[src/rtl/regfile_mp_scoreboard.sv]
// Multi-ported register file with a per-register pending scoreboard and a
// sequenced bulk-clear engine. Register 0 is hard-wired to zero and never pending.
module regfile_mp_scoreboard #(
    parameter int unsigned DATA_W = 32,
    parameter int unsigned NREGS  = 32,
    parameter int unsigned NRD    = 2,
    parameter int unsigned NWR    = 2,
    parameter int unsigned BYPASS = 1,
    localparam int unsigned AW    = $clog2(NREGS)
) (
    input  logic                  clk,
    input  logic                  n_rst,
    input  logic [NRD*AW-1:0]     rsel,
    output logic [NRD*DATA_W-1:0] rdat,
    output logic [NRD-1:0]        rbusy,
    input  logic [NWR-1:0]        wen,
    input  logic [NWR*AW-1:0]     wsel,
    input  logic [NWR*DATA_W-1:0] wdat,
    input  logic                  issue_en,
    input  logic [AW-1:0]         issue_sel,
    input  logic                  clr_req,
    output logic                  clr_busy,
    output logic                  clr_done
);

    localparam logic [AW-1:0] LAST = AW'(NREGS - 1);

    typedef enum logic {
        IDLE,
        CLEAR
    } state_t;

    state_t                         state, state_next;
    logic   [AW-1:0]                idx;
    logic                           clr_done_next;
    logic   [NREGS-1:0][DATA_W-1:0] regs;
    logic   [NREGS-1:0]             pending;

    always_comb begin
        state_next    = state;
        clr_done_next = 1'b0;
        case (state)
            IDLE:  if (clr_req) state_next = CLEAR;
            CLEAR: if (idx == LAST) begin
                state_next    = IDLE;
                clr_done_next = 1'b1;
            end
        endcase
    end

    always_ff @(posedge clk or negedge n_rst) begin
        if (!n_rst) begin
            state    <= IDLE;
            idx      <= '0;
            clr_done <= 1'b0;
        end else begin
            state    <= state_next;
            clr_done <= clr_done_next;
            if (state == IDLE) idx <= AW'(1);
            else               idx <= idx + AW'(1);
        end
    end

    assign clr_busy = (state == CLEAR);

    // Writers are applied in ascending index order so the highest-index port
    // wins a conflict; the issue is applied last so a new producer outranks
    // a same-cycle write.
    always_ff @(posedge clk or negedge n_rst) begin
        if (!n_rst) begin
            regs    <= '0;
            pending <= '0;
        end else if (state == CLEAR) begin
            regs[idx]    <= '0;
            pending[idx] <= 1'b0;
        end else begin
            for (int unsigned w = 0; w < NWR; w++) begin
                if (wen[w] && wsel[w*AW +: AW] != '0) begin
                    regs[wsel[w*AW +: AW]]    <= wdat[w*DATA_W +: DATA_W];
                    pending[wsel[w*AW +: AW]] <= 1'b0;
                end
            end
            if (issue_en && issue_sel != '0) pending[issue_sel] <= 1'b1;
        end
    end

    always_comb begin
        rdat  = '0;
        rbusy = '0;
        for (int unsigned p = 0; p < NRD; p++) begin
            rdat[p*DATA_W +: DATA_W] = regs[rsel[p*AW +: AW]];
            rbusy[p]                 = pending[rsel[p*AW +: AW]];
            if (BYPASS != 0 && state == IDLE && rsel[p*AW +: AW] != '0) begin
                for (int unsigned w = 0; w < NWR; w++) begin
                    if (wen[w] && wsel[w*AW +: AW] == rsel[p*AW +: AW]) begin
                        rdat[p*DATA_W +: DATA_W] = wdat[w*DATA_W +: DATA_W];
                        rbusy[p]                 = 1'b0;
                    end
                end
            end
        end
    end

endmodule

[config.mk]
export PLATFORM = sky130hd
export DESIGN_NAME = regfile_mp_scoreboard
export DESIGN_NICKNAME = d
export VERILOG_FILES = /design/src/rtl/regfile_mp_scoreboard.sv
export SDC_FILE = /design/constraint.sdc
export NUM_CORES = 2
export LEC_CHECK = 0
export BUFFER_PORTS_ARGS = -buffer_cell sky130_fd_sc_hd__buf_2
export CORE_MARGIN = 1.5
export CORE_UTILIZATION = 45
export CTS_CLUSTER_DIAMETER = 30
export DETAILED_ROUTE_END_ITERATION = 10
export MAX_ROUTING_LAYER = met4
export PLACE_DENSITY = 0.65
export RECOVER_POWER = 100
export SYNTH_ARGS = -nofsm -noshare
export SYNTH_HDL_FRONTEND = slang
export SYNTH_SLANG_ARGS = --single-unit
[constraint.sdc]
create_clock -name clk -period 2.7 [get_ports clk]
set_clock_uncertainty 0.15 [all_clocks]
set_input_delay 0.405 -clock clk [delete_from_list [all_inputs] [get_ports clk]]
set_output_delay 0.405 -clock clk [all_outputs]
set_load 0.02 [all_outputs]
# After elaboration in Yosys (flattened, before gate mapping)
# Cells that the tools add are included.
[word_totals]
register_bits = 1063
latchBits = 0
ram_bits = 0
romBits = 0
inputBits = 95
output_inout_bits = 68
wordCells = 132
memories = 0
[classes]
addsub = 1
n_mul = 0
div_mod_pow = 0
magnitude_cmp = 10
eq_ne = 5
n_shift = 0
n_mux = 52
n_bitwise = 10
reduce_logical = 18
[ops]
columns = ["operator", "count"]
rows = [
  ["$mux 1024", 4],
  ["$bwmux 1024", 2],
  ["$and 1024x1024->1024", 1],
  ["$not 1024->1024", 1],
  ["$mux 32", 17],
  ["$demux 32 s5", 3],
  ["$bmux 32 s5", 2],
  ["$and 32x32->32", 3],
  ["$not 32->32", 3],
  ["$lt 5x6->1 const B", 6],
  ["$or 32x32->32", 1],
  ["$reduce_bool 5->1", 5],
  ["$demux 1 s5", 4],
  ["$eq 5x5->1", 4],
  ["$ge 5x1->1 const B", 4],
  ["$mux 1", 16],
  ["$logic_and 1x1->1", 13],
  ["$bmux 1 s5", 2],
  ["$add 5x1->5 const B", 1],
  ["$eq 5x5->1 const B", 1],
  ["$mux 5", 1],
  ["$pmux 1 s2", 1],
  ["$not 1->1", 1],
]

# Longest topological paths before layout
[logic_depth]
word_depth = 14
mapped_depth = 10
mapped_depth_nobuf = 6

# Least setup slack after synthesis
# No wires, ideal clock.
[synth_timing]
kind = "input to output"
startpoint = "in wsel[1]"
endpoint = "out rdat[16]"
arrival_time_ps = 2173
required_time_ps = 2145
path_slack_ps = -28
cell_stages = 8
n_path_buf = 3
path_cell_list = "buf_2 > xnor2_1 > nand4_1 > nor3_1 > o21ba_2 > buf_2 > buf_4 > mux2i_1"
[synth_between]
elab_chain_cells = 5
[synth_lines]
columns = ["element", "line", "source"]
rows = [
  ["start: declaration", "17", "input logic [NWR*AW-1:0] wsel,"],
  ["$eq 5x5->1", "95", "if (wen[w] && wsel[w*AW +: AW] == rsel[p*AW +: AW]) begin"],
  ["$logic_and 1x1->1", "95", ""],
  ["$mux 32 (2 in a row)", "95", ""],
  ["$mux 32", "93", "if (BYPASS != 0 && state == IDLE && rsel[p*AW +: AW] != '0) begin"],
  ["end: declaration", "14", "output logic [NRD*DATA_W-1:0] rdat,"],
]
# Every way passes these cells.

# Worst setup path in the final report
[layout_timing]
startpoint = "reg pending[31]"
endpoint = "out rbusy[0]"
[layout_between]
elab_chain_cells = 5
[layout_lines]
columns = ["element", "line", "source"]
rows = [
  ["start: declaration", "37", "logic [NREGS-1:0] pending;"],
  ["start signal: assignment", "72", "pending <= '0;"],
  ["start signal: indexed assignment", "75", "pending[idx] <= 1'b0;"],
  ["start signal: indexed assignment", "80", "pending[wsel[w*AW +: AW]] <= 1'b0;"],
  ["$bmux 1 s5 (*)", "92", "rbusy[p] = pending[rsel[p*AW +: AW]];"],
  ["$mux 1 (implied by the code) (*)", "92", ""],
  ["$mux 1 (2 in a row)", "95", ""],
  ["$mux 1 (*)", "93", ""],
  ["end: declaration", "15", "output logic [NRD-1:0] rbusy,"],
]
# Mark *: on every way between the ends. The rest lies on a longest branch, timed or not. The select of a mux whose other input is x is not followed.

==> impl_metrics.yaml <==
status:
  status: "finished with violations"
  violations: "max-capacitance violations, max-slew violations, negative setup slack"
yosys:
  yosysTopAreaCellShare: 0.342
  ys_seq_area_frac: 0.342
  synth_common_cells: "1063 x dfrtp_1, 980 x nor2_1, 935 x mux2i_1"
  synth_area_per_cell_um2: 9.67
  synth-seq-cells: 1063
  yosys_warnings: 0
  ys.flop_type: "dfrtp_1"
  synth_fp_nets: 8134
  synth_area_leader_cell: "dfrtp_1"
  ys_types: 76
  synthTopCellsByArea: "dfrtp_1 34%, mux4_2 13%, mux2i_1 12%"
  synth.most_common_cell: "dfrtp_1"
  async_flop_share: 1.00
  synth_edf_count: 0
  mappedNetlistArea_um2: 77700
  synth_cells: 8034
placed_design:
  postPlaceCellArea_um2: 89200
  gp_congestion: 1.08
  io_buffers: 162
  post-dp-hpwl_mm: 288
  post-place-ws_ns: -1.02
sta:
  finalSetupViolations: 1692
  slew_viol_final: 62
  max-slew-margin-rel: -0.354
  fin_crit_ns: 3.66
  rsz0062_at_grt: "true"
  min_period_over_period: 1.36
  fmax_ghz: 0.273
  fin_ws_ns: -0.960
  final_hold_viol_count: 0
  max_slew.worst_pin.slew_ns: 2.03
hold_path:
  hp-class: "in -> reg"
  holdPathEnd: "regs[416]"
  min_path_cells: 4
  hold_start: "wdat[0]"
job:
  max_cap_violations: 2
setup_path:
  r2r_setup_slack_ns: -0.69
  path_class: "reg -> out"
  required_ns: 2.14
  crit_fanout: 2
  worstPathArrival_ns: 3.11
  r2r_end: "regs[866]"
  r2r_cells: 4
  start_kind: "register"
  end_kind: "output pin"
  timing.rr.start: "clr_busy"
power:
  clockPowerShare: 0.374
  p_switching_w: 0.0369
  p_leak_nw: 47.8
  power_density_nw_per_um2: 974
  pwr-share-seq: 0.272
  power_frac_comb: 0.353
  ir_worst_vdd_mv: 0.788
  finalPower_w: 0.101
  power.internal_w: 0.0645
  switching_share: 0.364
routing:
  vias_per_cell: 7.51
  avgRoutedWirePerCell_um: 40.2
  wl_mm: 455
  drt_iter0_drc: 16300
  drtPass1Iterations: 9
  vias: 84900
  ant_nets: 0
  drcViolationCount: 0
clock_network:
  clockBufferDepth: 4
  cts.sinks: 1063
  htreeDepth: 5
  clkLatencyLatePin_ns: 0.96
  clk_pin_slew_worst_paths_ns: 0.05
  cts_buffers: 309
  cts-root-buf: "clkbuf_16"
  cts_tree: "yes"
cells_and_area:
  multiInputGateArea_um2: 49000
  syn_to_final_growth_pct: 33.9
  fin_util: 0.607
  ff_latch_area_um2: 26600
  finalInstanceArea_um2: 104000
  fillers: 13900
  drive_gt1_frac: 0.309
  final_nets: 8830
global_routing:
  globalRouteOverflowTotal: 0
  grtUsageTotal: 0.521
  grt_max_degree: 185
  grt_pass1_vias: 80300
  antenna_found_initial: 26
  grt_pass1_wl_mm: 624
die:
  core_area_um2: 172000
  fp.dieW_um: 419
  chipHeight_um: 419
  dieArea_um2: 175000
  num_rows: 152
  start_util: 0.453
  ios: 163
cells in the final DEF, fill, tap and decap left out, types with 51 or more instances in the layout:
cell / n
a21o_1: 116
a21oi_1: 843
a22o_1: 902
a22oi_2: 51
a311oi_1: 86
a31oi_1: 71
buf_12: 281
buf_2: 91
buf_4: 870
buf_6: 104
clkbuf_16: 315
clkbuf_8: 52
clkinv_2: 62
dfrtp_1: 1057
dlygate4sd3_1: 55
mux2i_1: 916
mux4_2: 456
nand2_1: 402
nand3_1: 124
nor2_1: 935
nor3_1: 78
o21ai_0: 87
cells by family (layout without fill, tap and decap cells):
family	Yosys count	in the layout	share of synthesized area
buf+inv	1084	2011	0.0601
compound gates	2614	2614	0.239
fa+ha+maj	5	5	0.000805
xor+xnor	22	22	0.00248
mux	1400	1400	0.254
flops	1063	1063	0.342
other cells	0	36	0
simple gates	1846	1846	0.102
timing repair:
action,4_1_cts,5_1_grt
setup buffers,175,59
endpoints found under the setup margin,67,68
cloned,3,2
hold buffers,55,0
pin swaps,186,85
gates resized for setup,481,79
endpoints found under the hold margin,1232,0
per-layer routing:
layer | global-route usage | up-vias | routed length [um]
met1 | 0.602 | 41300 | 152000
met4 | 0.444 | 0 | 49700
li1 | - | 32000 | -
met3 | 0.242 | 2795 | 75600
met5 | - | - | 0
met2 | 0.673 | 8806 | 177000
layout make-up:
class                      instances  area share
multi-input combinational       5887       0.471
sequential                      1063       0.256
timing repair buffer            1444       0.142
clock buffer                     396      0.0831
tap                             2310      0.0278
clock inverter                   146      0.0189
inverter                          25    0.000974
antenna                           36    0.000865
flip-flops by register name, indices dropped and copies added, names as in the netlist:
signal	flops
idx	5
regs	1024
clr_busy	1
clr_done	1
pending	32
power groups by stage:
| stage | combinational, W | sequential (W) | clock, W |
|---|---|---|---|
| 5_1_grt | 0.0369 | 0.0278 | 0.0387 |
| 4_1_cts | 0.0336 | 0.0270 | 0.0377 |
| 3_3_place_gp | 0.0298 | 0.0271 | 0 |
| 6_report | 0.0358 | 0.0276 | 0.0379 |
| 2_1_floorplan | 0.0191 | 0.0250 | 0 |
| 3_5_place_dp | 0.0305 | 0.0274 | 0 |
metrics by stage:
step / hold slack (ns) / TNS (ns) / cells
after global routing: 0.0395 / -311.22 / 11300
after global placement: 0.166 / -36.49 / 10500
final: 0.0553 / -382.91 / 11300
after floorplan: -0.0406 / -0.847 / 8034
after CTS: 0.00377 / -38.08 / 11200
after detailed placement: 0.167 / -37.04 / 10500
critical path, stage by stage, from the launching register on:
cell,delay (ns)
dfrtp_1,0.39
mux4_2,0.46
mux4_2,0.57
mux2i_4,0.42
nor2_4,0.12
buf_6,0.16
worst max-delay path by stage:
stage / startpoint / to / slack [ns]
after floorplan: wsel[8] / rdat[54] / -0.02
after global placement: rsel[0] / rdat[31] / -1.0
after detailed placement: rsel[0] / rdat[31] / -1.02
after CTS: pending[31] / rbusy[0] / -0.82
after global routing: pending[6] / rbusy[0] / -0.92
final: pending[31] / rbusy[0] / -0.96
Note: power is estimated with default switching activity, not from simulation.
